File: config.mk
export PLATFORM = sky130hd
export DESIGN_NAME = bos_spi_slave_flat
export DESIGN_NICKNAME = d
export VERILOG_FILES = /design/src/rtl/bos_spi_slave_if.sv /design/src/rtl/bos_spi_slave.sv /design/src/flat_wrapper.sv
export SDC_FILE = /design/constraint.sdc
export NUM_CORES = 1
export LEC_CHECK = 0
export BUFFER_PORTS_ARGS = -buffer_cell sky130_fd_sc_hd__buf_2
export CORE_MARGIN = 2
export CORE_UTILIZATION = 50
export CTS_BUF_LIST = sky130_fd_sc_hd__clkbuf_4 sky130_fd_sc_hd__clkbuf_8 sky130_fd_sc_hd__clkbuf_16
export DETAILED_ROUTE_END_ITERATION = 8
export MAX_ROUTING_LAYER = met4
export PLACE_DENSITY = 0.72
export RECOVER_POWER = 100
export REMOVE_ABC_BUFFERS = 1
export SYNTH_ARGS = -nofsm -noshare
export SYNTH_HDL_FRONTEND = slang
export SYNTH_SLANG_ARGS = --single-unit
File: constraint.sdc
create_clock -name clk -period 3.9 [get_ports clk]
set_input_delay 0.78 -clock clk [delete_from_list [all_inputs] [get_ports clk]]
set_output_delay 0.78 -clock clk [all_outputs]
set_load 0.01 [all_outputs]
File: src/rtl/bos_spi_slave_if.sv
// SPI pins between the BOS initialiser (master) and the chip stand-in (slave).
interface bos_spi_slave_if;
    logic sck;
    logic sdatai;
    logic n_cs;
    logic sdatao;

    modport master (output sck, output sdatai, output n_cs, input sdatao);
    modport slave  (input sck, input sdatai, input n_cs, output sdatao);
endinterface

File: src/rtl/bos_spi_slave.sv
// BOS serial configuration port responder: 24-bit CPOL=0/CPHA=0 frames, oversampled in clk.
// state | meaning
// IDLE  | waiting for n_cs to fall, sdatao held low
// CMD   | shifting in w/r + 7-bit address (8 sck rises)
// DATA  | shifting in 16 data bits, shifting read data out on sck falls
// DONE  | 24 bits received, waiting for n_cs rise to commit or flag an overrun
module bos_spi_slave #(
    parameter int          NUM_REGS    = 8,
    parameter logic [13:0] RESET_VAL   = 14'd0,
    parameter int          SYNC_STAGES = 2
) (
    input  logic                     clk,
    input  logic                     n_rst,
    bos_spi_slave_if.slave           spi,
    output logic                     wr_stb,
    output logic [6:0]               wr_addr,
    output logic [13:0]              wr_data,
    output logic                     frame_err,
    output logic [NUM_REGS*14-1:0]   regs_flat
);

    typedef enum logic [1:0] {IDLE, CMD, DATA, DONE} state_t;

    logic [SYNC_STAGES-1:0] sck_sync, sdi_sync, ncs_sync;
    logic                   sck_d, ncs_d;
    logic                   sck_s, sdi_s, ncs_s;
    logic                   sck_rise, sck_fall, ncs_rise, ncs_fall;

    state_t       state;
    logic [4:0]   bitcnt;
    logic [13:0]  shift_reg;
    logic [13:0]  shift_next;
    logic [15:0]  tx;
    logic         rw;
    logic [6:0]   addr;
    logic         overrun;
    logic         sdatao_q;
    logic [13:0]  rd_val;
    logic         addr_ok;
    logic [13:0]  regs [NUM_REGS];

    // Synchronisers come out of reset at the bus idle levels so no spurious edge appears.
    always_ff @(posedge clk or negedge n_rst) begin
        if (!n_rst) begin
            sck_sync <= '0;
            sdi_sync <= '0;
            ncs_sync <= '1;
            sck_d    <= 1'b0;
            ncs_d    <= 1'b1;
        end else begin
            sck_sync <= {sck_sync[SYNC_STAGES-2:0], spi.sck};
            sdi_sync <= {sdi_sync[SYNC_STAGES-2:0], spi.sdatai};
            ncs_sync <= {ncs_sync[SYNC_STAGES-2:0], spi.n_cs};
            sck_d    <= sck_s;
            ncs_d    <= ncs_s;
        end
    end

    assign sck_s    = sck_sync[SYNC_STAGES-1];
    assign sdi_s    = sdi_sync[SYNC_STAGES-1];
    assign ncs_s    = ncs_sync[SYNC_STAGES-1];
    assign sck_rise = sck_s & ~sck_d;
    assign sck_fall = ~sck_s & sck_d;
    assign ncs_rise = ncs_s & ~ncs_d;
    assign ncs_fall = ~ncs_s & ncs_d;

    assign shift_next = {shift_reg[12:0], sdi_s};
    assign addr_ok    = {25'd0, addr} < 32'(NUM_REGS);

    // Read mux on the address being completed this cycle; unimplemented addresses read 0.
    always_comb begin
        rd_val = '0;
        for (int i = 0; i < NUM_REGS; i++) begin
            if (shift_next[6:0] == 7'(i)) rd_val = regs[i];
        end
    end

    always_ff @(posedge clk or negedge n_rst) begin
        if (!n_rst) begin
            state     <= IDLE;
            bitcnt    <= '0;
            shift_reg <= '0;
            tx        <= '0;
            rw        <= 1'b0;
            addr      <= '0;
            overrun   <= 1'b0;
            sdatao_q  <= 1'b0;
            wr_stb    <= 1'b0;
            wr_addr   <= '0;
            wr_data   <= '0;
            frame_err <= 1'b0;
            for (int i = 0; i < NUM_REGS; i++) regs[i] <= RESET_VAL;
        end else begin
            wr_stb    <= 1'b0;
            frame_err <= 1'b0;
            case (state)
                IDLE: begin
                    sdatao_q <= 1'b0;
                    if (ncs_fall) begin
                        state     <= CMD;
                        bitcnt    <= '0;
                        shift_reg <= '0;
                        overrun   <= 1'b0;
                    end
                end
                CMD: begin
                    if (ncs_rise) begin
                        frame_err <= 1'b1;
                        state     <= IDLE;
                    end else if (sck_rise) begin
                        shift_reg <= shift_next;
                        bitcnt    <= bitcnt + 5'd1;
                        if (bitcnt == 5'd7) begin
                            rw    <= shift_next[7];
                            addr  <= shift_next[6:0];
                            tx    <= shift_next[7] ? {2'b00, rd_val} : 16'h0000;
                            state <= DATA;
                        end
                    end
                end
                DATA: begin
                    if (ncs_rise) begin
                        frame_err <= 1'b1;
                        state     <= IDLE;
                    end else begin
                        if (sck_rise) begin
                            shift_reg <= shift_next;
                            bitcnt    <= bitcnt + 5'd1;
                            if (bitcnt == 5'd23) state <= DONE;
                        end
                        // Drive on the falling edge so the master samples on the next rise.
                        if (sck_fall && rw) begin
                            sdatao_q <= tx[15];
                            tx       <= {tx[14:0], 1'b0};
                        end
                    end
                end
                DONE: begin
                    if (ncs_rise) begin
                        if (overrun) begin
                            frame_err <= 1'b1;
                        end else if (!rw && addr_ok) begin
                            for (int i = 0; i < NUM_REGS; i++) begin
                                if (addr == 7'(i)) regs[i] <= shift_reg;
                            end
                            wr_stb  <= 1'b1;
                            wr_addr <= addr;
                            wr_data <= shift_reg;
                        end
                        state <= IDLE;
                    end else if (sck_rise) begin
                        overrun <= 1'b1;
                    end
                end
                default: state <= IDLE;
            endcase
        end
    end

    assign spi.sdatao = sdatao_q;

    for (genvar g = 0; g < NUM_REGS; g++) begin : g_flat
        assign regs_flat[g*14 +: 14] = regs[g];
    end

endmodule

File: src/flat_wrapper.sv
// flat-port wrapper written by rule: the top's interface ports become plain ports
module bos_spi_slave_flat 
#(
    parameter int          NUM_REGS    = 8,
    parameter logic [13:0] RESET_VAL   = 14'd0,
    parameter int          SYNC_STAGES = 2
)
  (clk, n_rst, wr_stb, wr_addr, wr_data, frame_err, regs_flat, spi_sck, spi_sdatai, spi_n_cs, spi_sdatao);
  bos_spi_slave_if spi_i ();
  input  logic clk;
  input  logic n_rst;
  output logic wr_stb;
  output logic [6:0] wr_addr;
  output logic [13:0] wr_data;
  output logic frame_err;
  output logic [NUM_REGS*14-1:0] regs_flat;
  input wire logic [$bits(spi_i.sck)-1:0] spi_sck;
  input wire logic [$bits(spi_i.sdatai)-1:0] spi_sdatai;
  input wire logic [$bits(spi_i.n_cs)-1:0] spi_n_cs;
  output wire logic [$bits(spi_i.sdatao)-1:0] spi_sdatao;
  assign spi_i.sck = spi_sck;
  assign spi_i.sdatai = spi_sdatai;
  assign spi_i.n_cs = spi_n_cs;
  assign spi_sdatao = spi_i.sdatao;
  bos_spi_slave #(.NUM_REGS(NUM_REGS), .RESET_VAL(RESET_VAL), .SYNC_STAGES(SYNC_STAGES)) u_core (.clk(clk), .n_rst(n_rst), .spi(spi_i), .wr_stb(wr_stb), .wr_addr(wr_addr), .wr_data(wr_data), .frame_err(frame_err), .regs_flat(regs_flat));
endmodule
==> key figures <==
CTS
  – Clock root buffer: clkbuf_16
  – Clock sink count: 190
  – Post-CTS setup buffers: 0
  – Post-CTS sizing: 0
  – CTS Buffer Depth: 2
  – CTS H-Tree Depth: 4
  – Clk pin slew, worst setup/hold paths: 0.07 ns
  – Clk_lat worst skew: between 0.4 and 0.5 ns
  – Total CTS buffers: 17
  – CTS tree: built
  – Cts hold-fix bufs: 0

STA
  – Final setup viols: 0
  – Tcrit/Tclk final: 84.2%
  – Final Hold Viols: 0
  – Setup TNS: 0 ns
  – Slew Viols, Final: 0
  – Minimum clock period: around 3.3 ns
  – Fmax: approximately 300 MHz
  – Worst slew margin: 11.7%
  – Worst clock skew: 0.0105 ns
  – Worst slew pin tran: 1.32 ns
  – RSZ-0062 raised after global routing: no
  – Hold_ws: ~0.35 ns

Setup path
  – Startpoint Class: register
  – Worst path max stage delay: roughly 0.70 ns
  – Setup CP Type: register to register
  – Reg2reg end: u_core.regs_flat[80]
  – CP Data Required Time: between 4 and 5 ns
  – Reg2reg path depth: 6
  – Worst setup path startpoint: u_core.ncs_sync[1]
  – CP Capture Type: register
  – Worst R2R Start: u_core.ncs_sync[1]
  – Crit path cell chain: and2b_1 -> nand4_1 -> buf_4 -> nor3_2 -> clkbuf_1 -> mux2_2
  – Crit path max fanout: 28
  – CP endpoint: u_core.regs_flat[80]
  – Critical path buffers and inverters: 2
  – Arrival time of the worst setup path: 3.60 ns
  – CP max-delay cell: nor3_2
  – Family with the most delay on the worst path: simple AND/OR/NAND/NOR gates
  – Critical Path Stages: 6
  – Reg2Reg Setup Slack: between 0.6 and 0.7 ns

Routing
  – Starting DRT DRC Count: 387
  – DR pass1 iterations: 5
  – DRC Markers: 0
  – DR WL met2: 11100 um
  – Via density: about 6
  – WL/cell: about 22 um
  – Wire length on met1: 9670 um
  – Highest metal used: met4
  – Antenna Nets Post-Route: 0
  – Met3 Wirelength: between 1000 and 1500 um
  – Final WL: roughly 22000 um
  – Vias: 5999

Yosys
  – Sequential share of the synthesized area: between 50 and 60%
  – #FFs+latches synth: 190
  – Ys async rst share: 100%
  – Avg Cell Area, Syn: 12.9 um2
  – Synth Warn #: 0
  – Number of synthesized flops with an enable pin: 0
  – Yosys cell types: 53
  – Mapped cell area: between 0.008 and 0.009 mm2
  – Post-synth top flop: dfrtp_1
  – Post-Synthesis Cells: 670

Finish
  – Non-Filler Instances: between 1k and 1.5k
  – Final instance area: 0.00982 mm2
  – Max reg flops: roughly 110
  – Most frequent cells in the layout: 186 x dfrtp_1, 141 x mux2_2, 140 x clkbuf_1
  – Syn-to-layout area delta: 13.9%
  – Final net count: about 800
  – Layout cell share with drive strength beyond 1: a little over a quarter
  – Number of antenna diodes: 0
  – Commonest non-fill, non-tap cell in the layout: dfrtp_1

Global route
  – Gr usage total: between 20% and 30%
  – Initial antenna violation count: 0
  – Total grt overflow: 0
  – Wire length of the first global-routing pass: 35100 um
  – Vias in the first global route: 6186
  – Largest net degree at the start of global routing: approximately 120

Place
  – Inst Count DP: around 990
  – Port bufs: 140
  – Routability cong.: approximately 0.87
  – Placed Area: 0.00950 mm2
  – HPWL Detailed: 14600 um

Pwr
  – Final Total Pwr: slightly below 0.005 W
  – Peak supply drop: between 300 and 400 uV
  – Lkg Pwr: approximately 4.6 nW
  – PD cells: a little under 500 mW/mm2

Floorplanning
  – Die H: ~140 um
  – # IOs: around 140
  – Die Wd: 135 um
  – # rows: 48
  – Die ar.: around 0.018 mm2
  – Initial core utilization: approximately half
  – Core Area: between 0.015 and 0.02 mm2

Flow run
  – Max-Cap Viols: 0

Outcome
  – Outcome: finished clean

Hold path
  – HP Class: register to register
  – Worst hold start: u_core.sdi_sync[0]
-- final cells by class --
type / instances / area [um2]
Clock buffer: 17 / 425
Clock inverter: 15 / 148
Multi-Input combinational cell: 418 / 3570
Sequential cell: 190 / 4760
Timing Repair Buffer: 151 / 612
Inverter: 8 / 30.0
Tap cell: 225 / 282
Fill cell: 1486 / 7230
-- worst min path at each step --
stage	slack (ns)	depth (start not counted)	to
floorplan	0.33	0	u_core.sck_sync[1]
global placement	0.33	0	u_core.sdi_sync[1]
detailed placement	0.34	0	u_core.sdi_sync[1]
CTS	0.35	0	u_core.sdi_sync[1]
global route	0.36	0	u_core.sdi_sync[1]
finish	0.35	0	u_core.sdi_sync[1]
-- cell usage after synthesis, types with 2 or more instances --
cell / n / area (um2)
a211o_1: 2 / 17.5
a211oi_1: 11 / 82.6
a21oi_1: 21 / 105
a22o_1: 15 / 131
a31oi_1: 4 / 25.0
a32oi_1: 4 / 35.0
and2_1: 7 / 43.8
buf_1: 3 / 11.3
buf_2: 10 / 50.1
buf_6: 2 / 22.5
clkbuf_1: 39 / 146
dfrtp_1: 187 / 4680
dfstp_2: 3 / 78.8
ha_1: 5 / 62.6
inv_1: 7 / 26.3
mux2_2: 142 / 1600
mux2_4: 10 / 150
mux2i_1: 8 / 80.1
mux4_2: 12 / 270
nand2_1: 60 / 225
nand2b_1: 12 / 75.1
nand3_1: 6 / 30.0
nand3b_1: 8 / 60.1
nand4_1: 3 / 18.8
nor2_1: 9 / 33.8
nor2b_1: 3 / 18.8
nor3_2: 2 / 20.0
nor4_1: 2 / 12.5
o2111ai_1: 11 / 96.3
o21ai_0: 23 / 115
o21ai_1: 3 / 15.0
o221ai_1: 3 / 26.3
o311ai_0: 2 / 17.5
or2_2: 12 / 75.1
-- power breakdown --
group          switching [W]  internal [W]
sequential          0.000147       0.00210
combinational       0.000526      0.000329
clock               0.000818      0.000901
total                0.00149       0.00333
-- kinds of logic (layout without fill, tap and decap cells) --
kind of cell / after synthesis / in the layout / share of synthesized area (%)
flops: 190 / 190 / 55.2
buf+inv: 62 / 191 / 3.02
fa+ha+maj: 5 / 5 / 0.726
compound gates: 106 / 106 / 8.40
mux: 172 / 172 / 24.4
simple gates: 135 / 135 / 8.29
-- per-layer routing --
| layer | track usage [%] | vias to the layer above |
|---|---|---|
| li1 | - | 2669 |
| met1 | 33.9 | 3124 |
| met2 | 41.4 | 181 |
| met3 | 5.95 | 25 |
| met4 | 7.52 | 0 |
| met5 | - | - |
-- per-stage QoR --
stage	util, %	setup WS (ns)
4_1_cts	59.1	1.03
3_5_place_dp	55.7	1.04
5_1_grt	57.6	0.485
3_3_place_gp	55.6	1.03
2_1_floorplan	-	0.945
6_report	57.6	0.616
-- worst register-to-register path, cell delays in order, from the launching register on --
cell	delay, ns
dfstp_1	0.60
and2b_1	0.30
nand4_1	0.17
buf_4	0.28
nor3_2	0.70
clkbuf_1	0.69
mux2_2	0.43
Note: power is estimated with default switching activity, not from simulation.
